[config.mk]
export PLATFORM = sky130hd
export DESIGN_NAME = activation_control
export DESIGN_NICKNAME = d
export VERILOG_FILES = /design/src/rtl/activation_control.sv
export SDC_FILE = /design/constraint.sdc
export NUM_CORES = 1
export LEC_CHECK = 0
export BUFFER_PORTS_ARGS = -buffer_cell sky130_fd_sc_hd__buf_4
export CAP_MARGIN = 20
export CORE_ASPECT_RATIO = 1.1
export CORE_MARGIN = 8
export CORE_UTILIZATION = 58
export DETAILED_ROUTE_END_ITERATION = 7
export PLACE_DENSITY = 0.81
export RECOVER_POWER = 100
export SKIP_LAST_GASP = 1
export SLEW_MARGIN = 20
export SYNTH_ARGS = -nofsm -noshare
export SYNTH_HDL_FRONTEND = slang
export SYNTH_SLANG_ARGS = --single-unit
[constraint.sdc]
create_clock -name clk_i -period 3.9 [get_ports clk_i]
set_input_delay 0.39 -clock clk_i [delete_from_list [all_inputs] [get_ports clk_i]]
set_output_delay 0.39 -clock clk_i [all_outputs]
set_load 0.01 [all_outputs]
[src/rtl/activation_control.sv]
// activation_control: sequences activation instructions from accumulator reads through the activation unit to unified-buffer writes
// Ports:
//   clk_i, rst_ni        clock (rising edge), asynchronous active-low reset
//   instr_*_i / instr_ready_o   instruction handshake: accumulator base, buffer base, row count, function, signedness
//   acc_rd_en_o/acc_rd_addr_o   one accumulator read per cycle while issuing
//   act_enable_o/act_function_o/act_signed_o   activation unit controls
//   buf_wr_en_o/buf_wr_addr_o   unified-buffer writes, delayed 1+ACT_LATENCY cycles behind the reads
//   busy_o, done_o              activity flag and one-cycle completion pulse per instruction
//   Function encoding: 0 no_activation, 1 relu, 2 sigmoid, 3 tanh.
// Optional feature: define ACT_CTRL_PERF_EN to add perf_busy_cycles_o, a saturating count of busy cycles.
module activation_control #(
    parameter int ACC_ADDR_WIDTH = 10,
    parameter int BUF_ADDR_WIDTH = 24,
    parameter int LENGTH_WIDTH   = 16,
    parameter int ACT_LATENCY    = 3
) (
    input  logic                      clk_i,
    input  logic                      rst_ni,
    input  logic                      instr_valid_i,
    output logic                      instr_ready_o,
    input  logic [ACC_ADDR_WIDTH-1:0] instr_acc_addr_i,
    input  logic [BUF_ADDR_WIDTH-1:0] instr_buf_addr_i,
    input  logic [LENGTH_WIDTH-1:0]   instr_length_i,
    input  logic [1:0]                instr_function_i,
    input  logic                      instr_signed_i,
    output logic                      acc_rd_en_o,
    output logic [ACC_ADDR_WIDTH-1:0] acc_rd_addr_o,
    output logic                      act_enable_o,
    output logic [1:0]                act_function_o,
    output logic                      act_signed_o,
    output logic                      buf_wr_en_o,
    output logic [BUF_ADDR_WIDTH-1:0] buf_wr_addr_o,
    output logic                      busy_o,
`ifdef ACT_CTRL_PERF_EN
    output logic [31:0]               perf_busy_cycles_o,
`endif
    output logic                      done_o
);
    localparam int D = 1 + ACT_LATENCY;

    typedef enum logic [1:0] {IDLE, ISSUE, DRAIN} state_e;

    state_e                    state_q, state_d;
    logic [ACC_ADDR_WIDTH-1:0] acc_q, acc_d, iss_acc;
    logic [BUF_ADDR_WIDTH-1:0] wbuf_q, wbuf_d, iss_buf;
    logic [LENGTH_WIDTH-1:0]   rem_q, rem_d;
    logic [D-1:0]              dv_q, dl_q;
    logic [BUF_ADDR_WIDTH-1:0] da_q [D];
    logic                      issue, iss_last, accept, act_en_d, busy_d;

    always_comb begin
        state_d  = state_q;
        acc_d    = acc_q;
        wbuf_d   = wbuf_q;
        rem_d    = rem_q;
        issue    = 1'b0;
        iss_last = 1'b0;
        iss_acc  = acc_q;
        iss_buf  = wbuf_q;
        // While draining, only an instruction using the same function can join the pipeline.
        instr_ready_o = (state_q == IDLE) || (state_q == DRAIN && instr_function_i == act_function_o
                        && instr_signed_i == act_signed_o);
        accept = instr_valid_i && instr_ready_o;
        if (state_q == ISSUE) begin
            issue    = 1'b1;
            iss_last = rem_q == LENGTH_WIDTH'(1);
            acc_d    = acc_q + ACC_ADDR_WIDTH'(1);
            wbuf_d   = wbuf_q + BUF_ADDR_WIDTH'(1);
            rem_d    = rem_q - LENGTH_WIDTH'(1);
            state_d  = iss_last ? DRAIN : ISSUE;
        end else if (accept && instr_length_i != '0) begin
            // Row 0 is issued on the accepting edge so chained instructions stream without a bubble.
            issue    = 1'b1;
            iss_acc  = instr_acc_addr_i;
            iss_buf  = instr_buf_addr_i;
            iss_last = instr_length_i == LENGTH_WIDTH'(1);
            acc_d    = instr_acc_addr_i + ACC_ADDR_WIDTH'(1);
            wbuf_d   = instr_buf_addr_i + BUF_ADDR_WIDTH'(1);
            rem_d    = instr_length_i - LENGTH_WIDTH'(1);
            state_d  = iss_last ? DRAIN : ISSUE;
        end else if (state_q == DRAIN && dv_q == '0) begin
            state_d = IDLE;
        end
        act_en_d = issue || (dv_q != '0);
        busy_d   = (state_d != IDLE) || act_en_d;
    end

    always_ff @(posedge clk_i or negedge rst_ni) begin
        if (!rst_ni) begin
            state_q        <= IDLE;
            acc_q          <= '0;
            wbuf_q         <= '0;
            rem_q          <= '0;
            dv_q           <= '0;
            dl_q           <= '0;
            for (int k = 0; k < D; k++) da_q[k] <= '0;
            acc_rd_en_o    <= 1'b0;
            acc_rd_addr_o  <= '0;
            act_enable_o   <= 1'b0;
            act_function_o <= 2'd0;
            act_signed_o   <= 1'b0;
            buf_wr_en_o    <= 1'b0;
            buf_wr_addr_o  <= '0;
            busy_o         <= 1'b0;
            done_o         <= 1'b0;
        end else begin
            state_q       <= state_d;
            acc_q         <= acc_d;
            wbuf_q        <= wbuf_d;
            rem_q         <= rem_d;
            // Delay line: {valid, last, write address} per row, aligned to the activation latency.
            dv_q          <= {dv_q[D-2:0], issue};
            dl_q          <= {dl_q[D-2:0], iss_last};
            da_q[0]       <= iss_buf;
            for (int k = 1; k < D; k++) da_q[k] <= da_q[k-1];
            acc_rd_en_o   <= issue;
            acc_rd_addr_o <= iss_acc;
            if (accept) begin
                act_function_o <= instr_function_i;
                act_signed_o   <= instr_signed_i;
            end
            act_enable_o  <= act_en_d;
            buf_wr_en_o   <= dv_q[D-1];
            buf_wr_addr_o <= da_q[D-1];
            busy_o        <= busy_d;
            done_o        <= (dv_q[D-1] && dl_q[D-1]) || (accept && instr_length_i == '0);
        end
    end

`ifdef ACT_CTRL_PERF_EN
    logic [31:0] perf_q;

    always_ff @(posedge clk_i or negedge rst_ni) begin
        if (!rst_ni) perf_q <= '0;
        else if (busy_o && perf_q != '1) perf_q <= perf_q + 32'd1;
    end

    assign perf_busy_cycles_o = perf_q;
`endif
endmodule

==> results.toml <==
[power_and_ir_drop]
p_leak_uw = 0.00415
powerDensity_nw_per_um2 = 754
irDropWorstVdd_v = 0.000324

[sta]
worst_pin_slew_ns = 2.32
tns_ns = 0
fin_crit_ns = 3.33
fin_worst_skew_ns = 0.00891
fin_ws_ns = 0.571
finalCritPeriodShare_pct = 85.4
maxSlewHeadroom_pct = -54.7
slew_violations = 101
finalSetupViolations = 0
fmax_mhz = 300
rsz0062_at_grt = "false"
final_hold_viol_count = 0

[logic_synthesis]
synth_mux_area_share_pct = 3.30
synth_adder_area_share_pct = 1.04
ys.flop_type = "dfrtp_1"
synth_cell_types = 67
netlist_instances = 803
synth_area_um2 = 8410
yosys_warnings = 0
synth_seq_area_share_pct = 58.6
synthSimpleGateAreaFrac_pct = 17.7
synth_edf_count = 0
syn_nets = 866
async_flop_share_pct = 100
synth_xor_area_share_pct = 2.29
synth_compound_area_share_pct = 14.0
avgSynthCellArea_um2 = 10.5
synth-seq-cells = 197
synth_top_family_by_area = "simple AND/OR/NAND/NOR gates"

[cells_and_area]
final_common_cell = "dfrtp_1"
nets = 957
final_cells = 1099
final_util_pct = 68.3
layout_common_cells = "dfrtp_1 (197), nand2_1 (152), buf_4 (61)"
layout-area-overhead-vs-synth_pct = 16.0
fin_area_um2 = 9750
antennaDiodeCount = 0
drive_gt1_share_pct = 12.3

[worst_setup_path]
path_class = "flip-flop to flip-flop"
critPathCaptureType = "flip-flop"
critPathLaunchType = "flip-flop"
arrival_ns = 3.64
max_stage_delay_ns = 0.77
critPathRequiredTime_ns = 4.21
crit_chain = "nand2b_2, mux2i_1, nand4_2, nor3b_1, o21ai_0, a222oi_1"
crit_slowest_cell = "nand2b_2"
cp_max_fo = 40

[clock_network]
clk_path_buf_depth = 2
insertion_delay_ns = 0.44
cts_tree = "done"
numCtsBuffers = 17
cts-resized-gates = 0
cts_setup_buffers = 0
clkTransAtPathRegs_ns = 0.07
htree_levels = 4
cts_hold_buf = 0
cts_root_buf = "clkbuf_16"
clock_sinks = 197

[floorplan]
die_y_um = 142
ioPinCount = 99
rows = 46
core_um2 = 14300
die_area_um2 = 18600
initial_core_util_pct = 58.9
die_w_um = 131

[grt]
grt_overflow_total = 0
grt_antenna_before_repair = 0
grt_pass1_wl_um = 30300
grt_max_degree = 101
grt_pass1_vias = 6282
grt_usage_pct = 20.6

[status]
outcome = "finished, violations left"
violations = "max-capacitance violations, max-slew violations"

[detailed_routing]
via_per_inst = 5.82
dr.pass1.iters = 5
wl_um = 18300
wl_per_cell_um = 16.6
drtAntennaViolNets = 0
route.vias.total = 6392
drc = 0
drt_iter0_drc = 494

[placement]
placed_cells = 1067
gp_congestion = 0.863
dp_worst_setup_slack_ns = 0.988
dpl_cell_area_um2 = 9340
place.port_buffers = 98
post-dp-hpwl_um = 12000

[min_path]
hp-class = "primary input to flip-flop"

[run]
maxCapViolCount = 1
-- final timing paths --
check	startpoint	to	slack (ns)	cells after the start
setup / recovery	state_q[1]	wbuf_q[17]	0.57	6
hold / removal	instr_acc_addr_i[0]	acc_rd_addr_o[0]	0.18	3
setup reg to reg	state_q[1]	wbuf_q[17]	0.57	6
hold reg to reg	da_q[89]	da_q[65]	0.34	0
max in group asynchronous	rst_ni	wbuf_q[21]	1.05	2
min in group asynchronous	rst_ni	da_q[29]	0.65	1
-- synth_stat cells (3+ instances only) --
master	count	area share, %
and3_1	12	0.89
o21ai_0	39	2.3
or3b_1	3	0.31
clkbuf_1	23	1.0
o22ai_1	6	0.45
mux2_2	7	0.94
a31oi_1	17	1.3
dfrtp_1	197	59
nor3b_1	7	0.63
nor2_1	38	1.7
or3_1	7	0.52
a211o_1	3	0.31
nand4b_1	4	0.42
nor2b_1	3	0.22
a311oi_1	6	0.63
nand3_1	17	1.0
inv_1	16	0.71
buf_1	5	0.22
nand2b_1	6	0.45
o31ai_1	5	0.45
nor4_1	10	0.74
xor2_1	10	1.0
buf_2	9	0.54
xnor2_1	12	1.3
a21oi_1	55	3.3
nor3_1	29	1.7
nand4_1	4	0.30
nand2_1	152	6.8
or4_1	3	0.27
mux2i_1	17	2.0
buf_6	3	0.40
a211oi_1	20	1.8
o31a_1	4	0.42
o21a_1	5	0.45
o211ai_1	3	0.27
ha_1	7	1.0
-- through the flow --
step,hold WS (ns),power (uW)
2_1_floorplan,0.0944,4810
3_3_place_gp,0.331,5520
3_5_place_dp,0.335,5640
4_1_cts,0.0475,7570
5_1_grt,0.162,7830
6_report,0.175,7350
-- sequential cells by signal (all words and copies together), names as in the netlist, 2 cells and up --
signal,cells
acc_rd_addr_o,10
state_q,2
buf_wr_addr_o,24
acc_q,10
da_q,96
dv_q,4
rem_q,16
act_function_o,2
dl_q,4
wbuf_q,24
-- where the power goes --
group,switching [uW],internal [uW]
registers,494,2900
clock network,791,1090
logic,1270,815
-- layout make-up --
class | count | area, um^2
sequential | 197 | 4930
timing repair buffer | 113 | 674
clock buffer | 20 | 467
fill | 1111 | 4520
tap | 192 | 240
multi-input combinational | 549 | 3200
inverter | 16 | 60.1
clock inverter | 12 | 181
-- routing by layer --
metal	vias up	share of wire (%)	track usage, %
met4	0	1.7	6.65
li1	3038	-	-
met3	27	6.7	5.55
met2	221	49	33.8
met1	3106	42	25.8
met5	-	0	0
-- critical path, delay by kind of cell (launching register included) --
family	cells	cell delay, ns
simple gates	3	1.77
mux	1	0.55
flops	1	0.47
compound gates	2	0.40
-- logic make-up (layout without fill, tap and decap cells) --
group                      after synthesis  in the layout
AOI/OAI and AO/OA                      186            186
xor gates and xnor gates                22             22
adders and majority gates                7              7
buffers and inverters                   57            161
DFF                                    197            197
muxes                                   26             26
and+or+nand+nor                        308            308
(Power assumes the default switching activity.)
